[src/rtl/gemm_c_reader_pkg.sv]
// Shared types and helpers for the GEMM C-matrix drain path.
package gemm_c_reader_pkg;

    localparam int TILE_M = 4;
    localparam int TILE_N = 4;
    localparam int LANE_W = $clog2(TILE_M * TILE_N);

    typedef enum logic [2:0] {
        S_IDLE,
        S_FETCH,
        S_LOAD,
        S_STREAM,
        S_DONE
    } state_e;

    // Word address of the tile holding row-tile m_tile, column-tile n_tile.
    function automatic int unsigned tile_addr(input int unsigned m_tile,
                                              input int unsigned n_tile,
                                              input int unsigned tn);
        return m_tile * tn + n_tile;
    endfunction

endpackage

[src/rtl/gemm_c_reader_addr_gen.sv]
// Element/word counters, segment-end and last-beat detection, C SRAM address.
// GEMM_C_READER_TILE_ORDER_EN selects raw tile order instead of row-major reorder.
module gemm_c_reader_addr_gen
    import gemm_c_reader_pkg::*;
#(
    parameter int M             = TILE_M,
    parameter int N             = TILE_N,
    parameter int AddrWidth     = 6,
    parameter int SizeAddrWidth = 8,
    parameter int LaneW         = LANE_W
) (
    input  logic                     clk_i,
    input  logic                     rst_i,
    input  logic                     clr_i,
    input  logic                     adv_i,
    input  logic [SizeAddrWidth-1:0] M_size_i,
    input  logic [SizeAddrWidth-1:0] N_size_i,
    output logic [AddrWidth-1:0]     addr_o,
    output logic [LaneW-1:0]         lane_start_o,
    output logic                     seg_end_o,
    output logic                     last_o
);

    localparam int SW = SizeAddrWidth;

    logic [SW-1:0] tm_q, tn_q;
    logic [31:0]   addr_full;

    always_ff @(posedge clk_i) begin
        if (rst_i) begin
            tm_q <= '0;
            tn_q <= '0;
        end else if (clr_i) begin
            tm_q <= SW'(int'(M_size_i) / M);
            tn_q <= SW'(int'(N_size_i) / N);
        end
    end

`ifdef GEMM_C_READER_TILE_ORDER_EN
    logic [2*SW-1:0] w_q, w_d;
    logic [LaneW-1:0] l_q, l_d;

    always_comb begin
        seg_end_o    = (int'(l_q) == M * N - 1);
        last_o       = seg_end_o && (int'(w_q) == int'(tm_q) * int'(tn_q) - 1);
        lane_start_o = '0;
        addr_full    = 32'(w_q);
        addr_o       = addr_full[AddrWidth-1:0];
        w_d          = w_q;
        l_d          = l_q;
        if (clr_i) begin
            w_d = '0;
            l_d = '0;
        end else if (adv_i) begin
            if (last_o) begin
                w_d = '0;
                l_d = '0;
            end else if (seg_end_o) begin
                w_d = w_q + (2*SW)'(1);
                l_d = '0;
            end else begin
                l_d = l_q + LaneW'(1);
            end
        end
    end

    always_ff @(posedge clk_i) begin
        if (rst_i) begin
            w_q <= '0;
            l_q <= '0;
        end else begin
            w_q <= w_d;
            l_q <= l_d;
        end
    end
`else
    logic [SW-1:0] m_q, m_d, n_q, n_d;
    logic          row_end;

    always_comb begin
        row_end      = (int'(n_q) == int'(tn_q) * N - 1);
        seg_end_o    = ((int'(n_q) % N) == N - 1);
        last_o       = row_end && (int'(m_q) == int'(tm_q) * M - 1);
        lane_start_o = LaneW'((int'(m_q) % M) * N);
        addr_full    = tile_addr(int'(m_q) / M, int'(n_q) / N, int'(tn_q));
        addr_o       = addr_full[AddrWidth-1:0];
        m_d          = m_q;
        n_d          = n_q;
        if (clr_i) begin
            m_d = '0;
            n_d = '0;
        end else if (adv_i) begin
            if (last_o) begin
                m_d = '0;
                n_d = '0;
            end else if (row_end) begin
                m_d = m_q + SW'(1);
                n_d = '0;
            end else begin
                n_d = n_q + SW'(1);
            end
        end
    end

    always_ff @(posedge clk_i) begin
        if (rst_i) begin
            m_q <= '0;
            n_q <= '0;
        end else begin
            m_q <= m_d;
            n_q <= n_d;
        end
    end
`endif

endmodule

[src/rtl/gemm_c_reader.sv]
// Drains the tiled C output SRAM as a valid/ready element stream.
// GEMM_C_READER_TILE_ORDER_EN (in the address generator) selects raw tile order.
module gemm_c_reader
    import gemm_c_reader_pkg::*;
#(
    parameter int OutDataWidth  = 32,
    parameter int M             = 4,
    parameter int N             = 4,
    parameter int AddrWidth     = 6,
    parameter int SizeAddrWidth = 8
) (
    input  logic                           clk_i,
    input  logic                           rst_i,
    input  logic                           start_i,
    input  logic [SizeAddrWidth-1:0]       M_size_i,
    input  logic [SizeAddrWidth-1:0]       N_size_i,
    output logic [AddrWidth-1:0]           sram_c_addr_o,
    input  logic [OutDataWidth*M*N-1:0]    sram_c_rdata_i,
    output logic signed [OutDataWidth-1:0] out_data_o,
    output logic                           out_valid_o,
    input  logic                           out_ready_i,
    output logic                           out_last_o,
    output logic                           busy_o,
    output logic                           done_o
);

    localparam int LaneW = $clog2(M * N);

    state_e                      state_q, state_d;
    logic [OutDataWidth*M*N-1:0] word_q;
    logic [LaneW-1:0]            lane_q, lane_start;
    logic                        seg_end, last, hs, clr, zero_tiles;

    assign zero_tiles = (int'(M_size_i) < M) || (int'(N_size_i) < N);
    assign clr        = (state_q == S_IDLE) && start_i;
    assign hs         = (state_q == S_STREAM) && out_ready_i;

    gemm_c_reader_addr_gen #(
        .M             (M),
        .N             (N),
        .AddrWidth     (AddrWidth),
        .SizeAddrWidth (SizeAddrWidth),
        .LaneW         (LaneW)
    ) u_addr_gen (
        .clk_i        (clk_i),
        .rst_i        (rst_i),
        .clr_i        (clr),
        .adv_i        (hs),
        .M_size_i     (M_size_i),
        .N_size_i     (N_size_i),
        .addr_o       (sram_c_addr_o),
        .lane_start_o (lane_start),
        .seg_end_o    (seg_end),
        .last_o       (last)
    );

    always_ff @(posedge clk_i) begin
        if (rst_i) state_q <= S_IDLE;
        else       state_q <= state_d;
    end

    always_comb begin
        state_d = state_q;
        case (state_q)
            S_IDLE:   if (start_i) state_d = zero_tiles ? S_DONE : S_FETCH;
            S_FETCH:  state_d = S_LOAD;
            S_LOAD:   state_d = S_STREAM;
            S_STREAM: begin
                if (hs && last)         state_d = S_DONE;
                else if (hs && seg_end) state_d = S_FETCH;
            end
            S_DONE:   state_d = S_IDLE;
            default:  state_d = S_IDLE;
        endcase
    end

    // Word buffer and lane pointer are datapath only; outputs are gated by state.
    always_ff @(posedge clk_i) begin
        if (state_q == S_LOAD) begin
            word_q <= sram_c_rdata_i;
            lane_q <= lane_start;
        end else if (hs) begin
            lane_q <= lane_q + LaneW'(1);
        end
    end

    always_comb begin
        out_valid_o = (state_q == S_STREAM);
        out_data_o  = out_valid_o ? word_q[int'(lane_q)*OutDataWidth +: OutDataWidth] : '0;
        out_last_o  = out_valid_o && last;
        busy_o      = (state_q != S_IDLE);
        done_o      = (state_q == S_DONE);
    end

endmodule
[config.mk]
export PLATFORM = sky130hd
export DESIGN_NAME = gemm_c_reader
export DESIGN_NICKNAME = d
export VERILOG_FILES = /design/src/rtl/gemm_c_reader_pkg.sv /design/src/rtl/gemm_c_reader_addr_gen.sv /design/src/rtl/gemm_c_reader.sv
export SDC_FILE = /design/constraint.sdc
export NUM_CORES = 1
export LEC_CHECK = 0
export ABC_CLOCK_PERIOD_IN_PS = 116400
export CORE_MARGIN = 2
export CORE_UTILIZATION = 35
export DETAILED_ROUTE_END_ITERATION = 16
export SLEW_MARGIN = 10
export SYNTH_ARGS = -nofsm -noshare
export SYNTH_HDL_FRONTEND = slang
export SYNTH_SLANG_ARGS = --single-unit
[constraint.sdc]
create_clock -name clk_i -period 116.4 [get_ports clk_i]
set_input_delay 11.64 -clock clk_i [delete_from_list [all_inputs] [get_ports clk_i]]
set_output_delay 11.64 -clock clk_i [all_outputs]
set_load 0.005 [all_outputs]
==> results.txt <==
Rows: 91
Clock-pin slew on the worst setup and hold paths: 0.06 ns
Synth top area cells: edfxtp_1, mux4_2, dfxtp_1
Prevailing post-synth register cell: edfxtp_1
Multi-input logic area: 5460 sq um
Avg Synthesized Cell Area: 20.8 sq um
Crit-path slowest cell: dfxtp_1
#FFs+latches synth: 547
Fmax: 0.0618 GHz
CTS resizes: 0
WP data arrival: 4.54 ns
H-tree levels: 2
Hold buffer count at CTS: 0
Slowest stage delay, CP: 0.57 ns
Post-Syn Area: 21800 sq um
DR vias/cell: 4.84
Drt wl/cell: 24.2 um
Startpoint Class: flop
RSZ-0062 raised after global routing: false
Final Hold Vio Count: 0
Area Overhead vs Synth: 39.3%
Largest net degree at the start of global routing: 87
Initial antenna violation count: 26
R2R depth: 4
WHS: 0.470 ns
TritonRoute pass-1 iters: 5
DRC Markers: 0
DIE WIDTH: 254 um
Global-route wire length before repair: 86.8 mm
Synth warnings: 0
Top cell type's share of synthesized area: 70.7%
NumNets Final: 2199
Max transition margin: 16.8%
Status: finished, final reports clean
Final HPWL DP: 45.0 mm
Placed Area: 28500 sq um
Clock sinks: 547
CP Data Required Time: 104.76 ns
Reg area: 16100 sq um
Vias: 12200
Seq/Total Area, Yosys: 73.7%
Setup tns final: 0 ns
Mapped Cells: 1049
Core area: 61700 sq um
CP bufs+invs: 4
Post-route design area: 30400 sq um
Die Area: 64400 sq um
Clock tree from TritonCTS: yes
Post-Place Worst Slack: 100.60 ns
Min Tclk post-route: 16.18 ns
Maximum root-to-sink buffer count: 3
Num ports: 574
Worst hold path depth: 2
CP cell instances: nand2_1 -> fa_1 -> inv_1 -> ha_1 -> inv_1 -> fa_1 -> fa_1 -> inv_1 -> ha_1 -> a21oi_1 -> xnor2_1 -> xnor2_1 -> clkdlybuf4s50_1
Vias in the first global route: 13300
Clock buffer count from CTS: 60
Final antenna-violating net count: 0
Root buf cell: clkbuf_16
All-Layer GR Usage: 18.7%
Post-route setup slack: 100.22 ns
Setup-failing EPs final: 0
Hold Crit Class: flop to flop
Filler cells: 5207
Total Routed Length: 61.3 mm
P per Cell Area: 16.2 nW/um^2
WP depth: 13
Max Transition Viols Final: 0
Initial DRC count: 777
Max-Cap Viols: 0
Clk_lat worst skew: 0.64 ns
Slew @ Worst Pin: 1.25 ns
Post-synth EDFFs: 514
Initial Util: 35.4%
Leak: 9.89 nW
Die Height: 254 um
Fraction of layout cells with a size suffix above 1: 16.0%
Final Core Density: 49.3%
PortBufs: 569
Max VDD drop: 0.0132 mV
Unique cell type count in the Yosys netlist: 48
Area leader, netlist: edfxtp_1
Grt ovf: 0
Critical path peak fanout: 11
Synth async-reset ratio: 0%
GP Congestion: 0.819
Crit path max-delay family: adder cells
Critical Path End Type: primary output
Worst Skew: 0.0347 ns
Syn_nets: 1606
Post-CTS Setup Bufs: 0
Critical path class: flop to primary output
Crit share post-route: 13.9%
[layout by cell type, fill, tap and decap left out, types with 3 or more instances in the layout]
cell	count
a21oi_1	26
and2_1	45
buf_4	16
bufinv_16	5
clkbuf_1	12
clkbuf_16	61
clkdlybuf4s50_1	569
clkinv_1	11
clkinv_2	11
dfxtp_1	31
diode_2	9
edfxtp_1	514
fa_1	7
ha_1	18
inv_1	16
mux4_2	160
nand2_1	49
nand3_1	8
nand4_1	5
nor2_1	16
nor3_1	7
o21ai_0	8
o31ai_1	4
or3_1	3
or4_1	5
xnor2_1	24
xor2_1	15
[synth_stat cells (9+ instances only)]
| cell type | count |
|---|---|
| edfxtp_1 | 514 |
| mux4_2 | 160 |
| nand2_1 | 49 |
| and2_1 | 45 |
| dfxtp_1 | 33 |
| clkbuf_1 | 30 |
| a21oi_1 | 26 |
| xnor2_1 | 24 |
| ha_1 | 18 |
| inv_1 | 17 |
| nor2_1 | 16 |
| xor2_1 | 15 |
| buf_2 | 13 |
| buf_1 | 9 |
[cells by family (layout without fill, tap and decap cells)]
logic type               after synthesis  after routing  synth area share, %
XOR/XNOR                              39             39                 1.56
AO/OA/AOI/OAI                         52             52                 1.48
buffers and inverters                 71            708                 1.35
AND/OR/NAND/NOR                      153            153                 3.65
flip-flops                           547            547                 73.7
other                                  0              9                    0
multiplexers                         162            162                 16.6
adder cells (fa/ha/maj)               25             25                 1.67
[worst register-to-register path: cells and delay by family, from the launching register on]
kind,cells,cell delay [ns]
flip-flops,1,0.45
buffers and inverters,3,2.57
AND/OR/NAND/NOR,1,0.24
[area by class of cell]
type | count | area share [%]
multi-input combinational | 431 | 17.9
antenna | 9 | 0.0740
clock buffer | 73 | 5.17
clock inverter | 33 | 1.12
sequential | 547 | 52.9
tap | 837 | 3.44
inverter | 17 | 0.210
timing repair buffer | 585 | 19.1
[where the power goes]
group	total [W]	switching, W	internal (W)
clock network	0.000184	0.0000774	0.000107
logic	0.0000703	0.0000274	0.0000429
registers	0.000238	0.00000635	0.000232
total	0.000493	0.000111	0.000382
[final timing paths]
check / from / to / slack, ns
setup / recovery: u_addr_gen.tn_q[0] / sram_c_addr_o[5] / 100.22
hold / removal: u_addr_gen.n_q[1] / u_addr_gen.n_q[1] / 0.47
setup reg to reg: state_q[1] / word_q[397] / 112.72
hold reg to reg: u_addr_gen.n_q[1] / u_addr_gen.n_q[1] / 0.47
[registers in the layout, indices dropped and copies added (netlist names)]
signal	cells
state_q	3
lane_q	4
u_addr_gen.tn_q	6
u_addr_gen.n_q	8
u_addr_gen.m_q	8
u_addr_gen.tm_q	6
word_q	512
[through the flow]
stage               instances  power (W)
CTS                      2523   0.000500
finish                   2532   0.000493
global placement         2417   0.000313
floorplan                1049   0.000302
global route             2530   0.000512
detailed placement       2417   0.000315
[per-layer routing]
| metal | GRT usage, % | routed length [um] | up-vias |
|---|---|---|---|
| li1 | - | - | 5479 |
| met1 | 21.4 | 22400 | 6197 |
| met2 | 32.8 | 32000 | 439 |
| met3 | 6.87 | 5380 | 104 |
| met4 | 5.56 | 1440 | 30 |
| met5 | 0 | 200 | - |
Note: power is estimated with default switching activity, not from simulation.
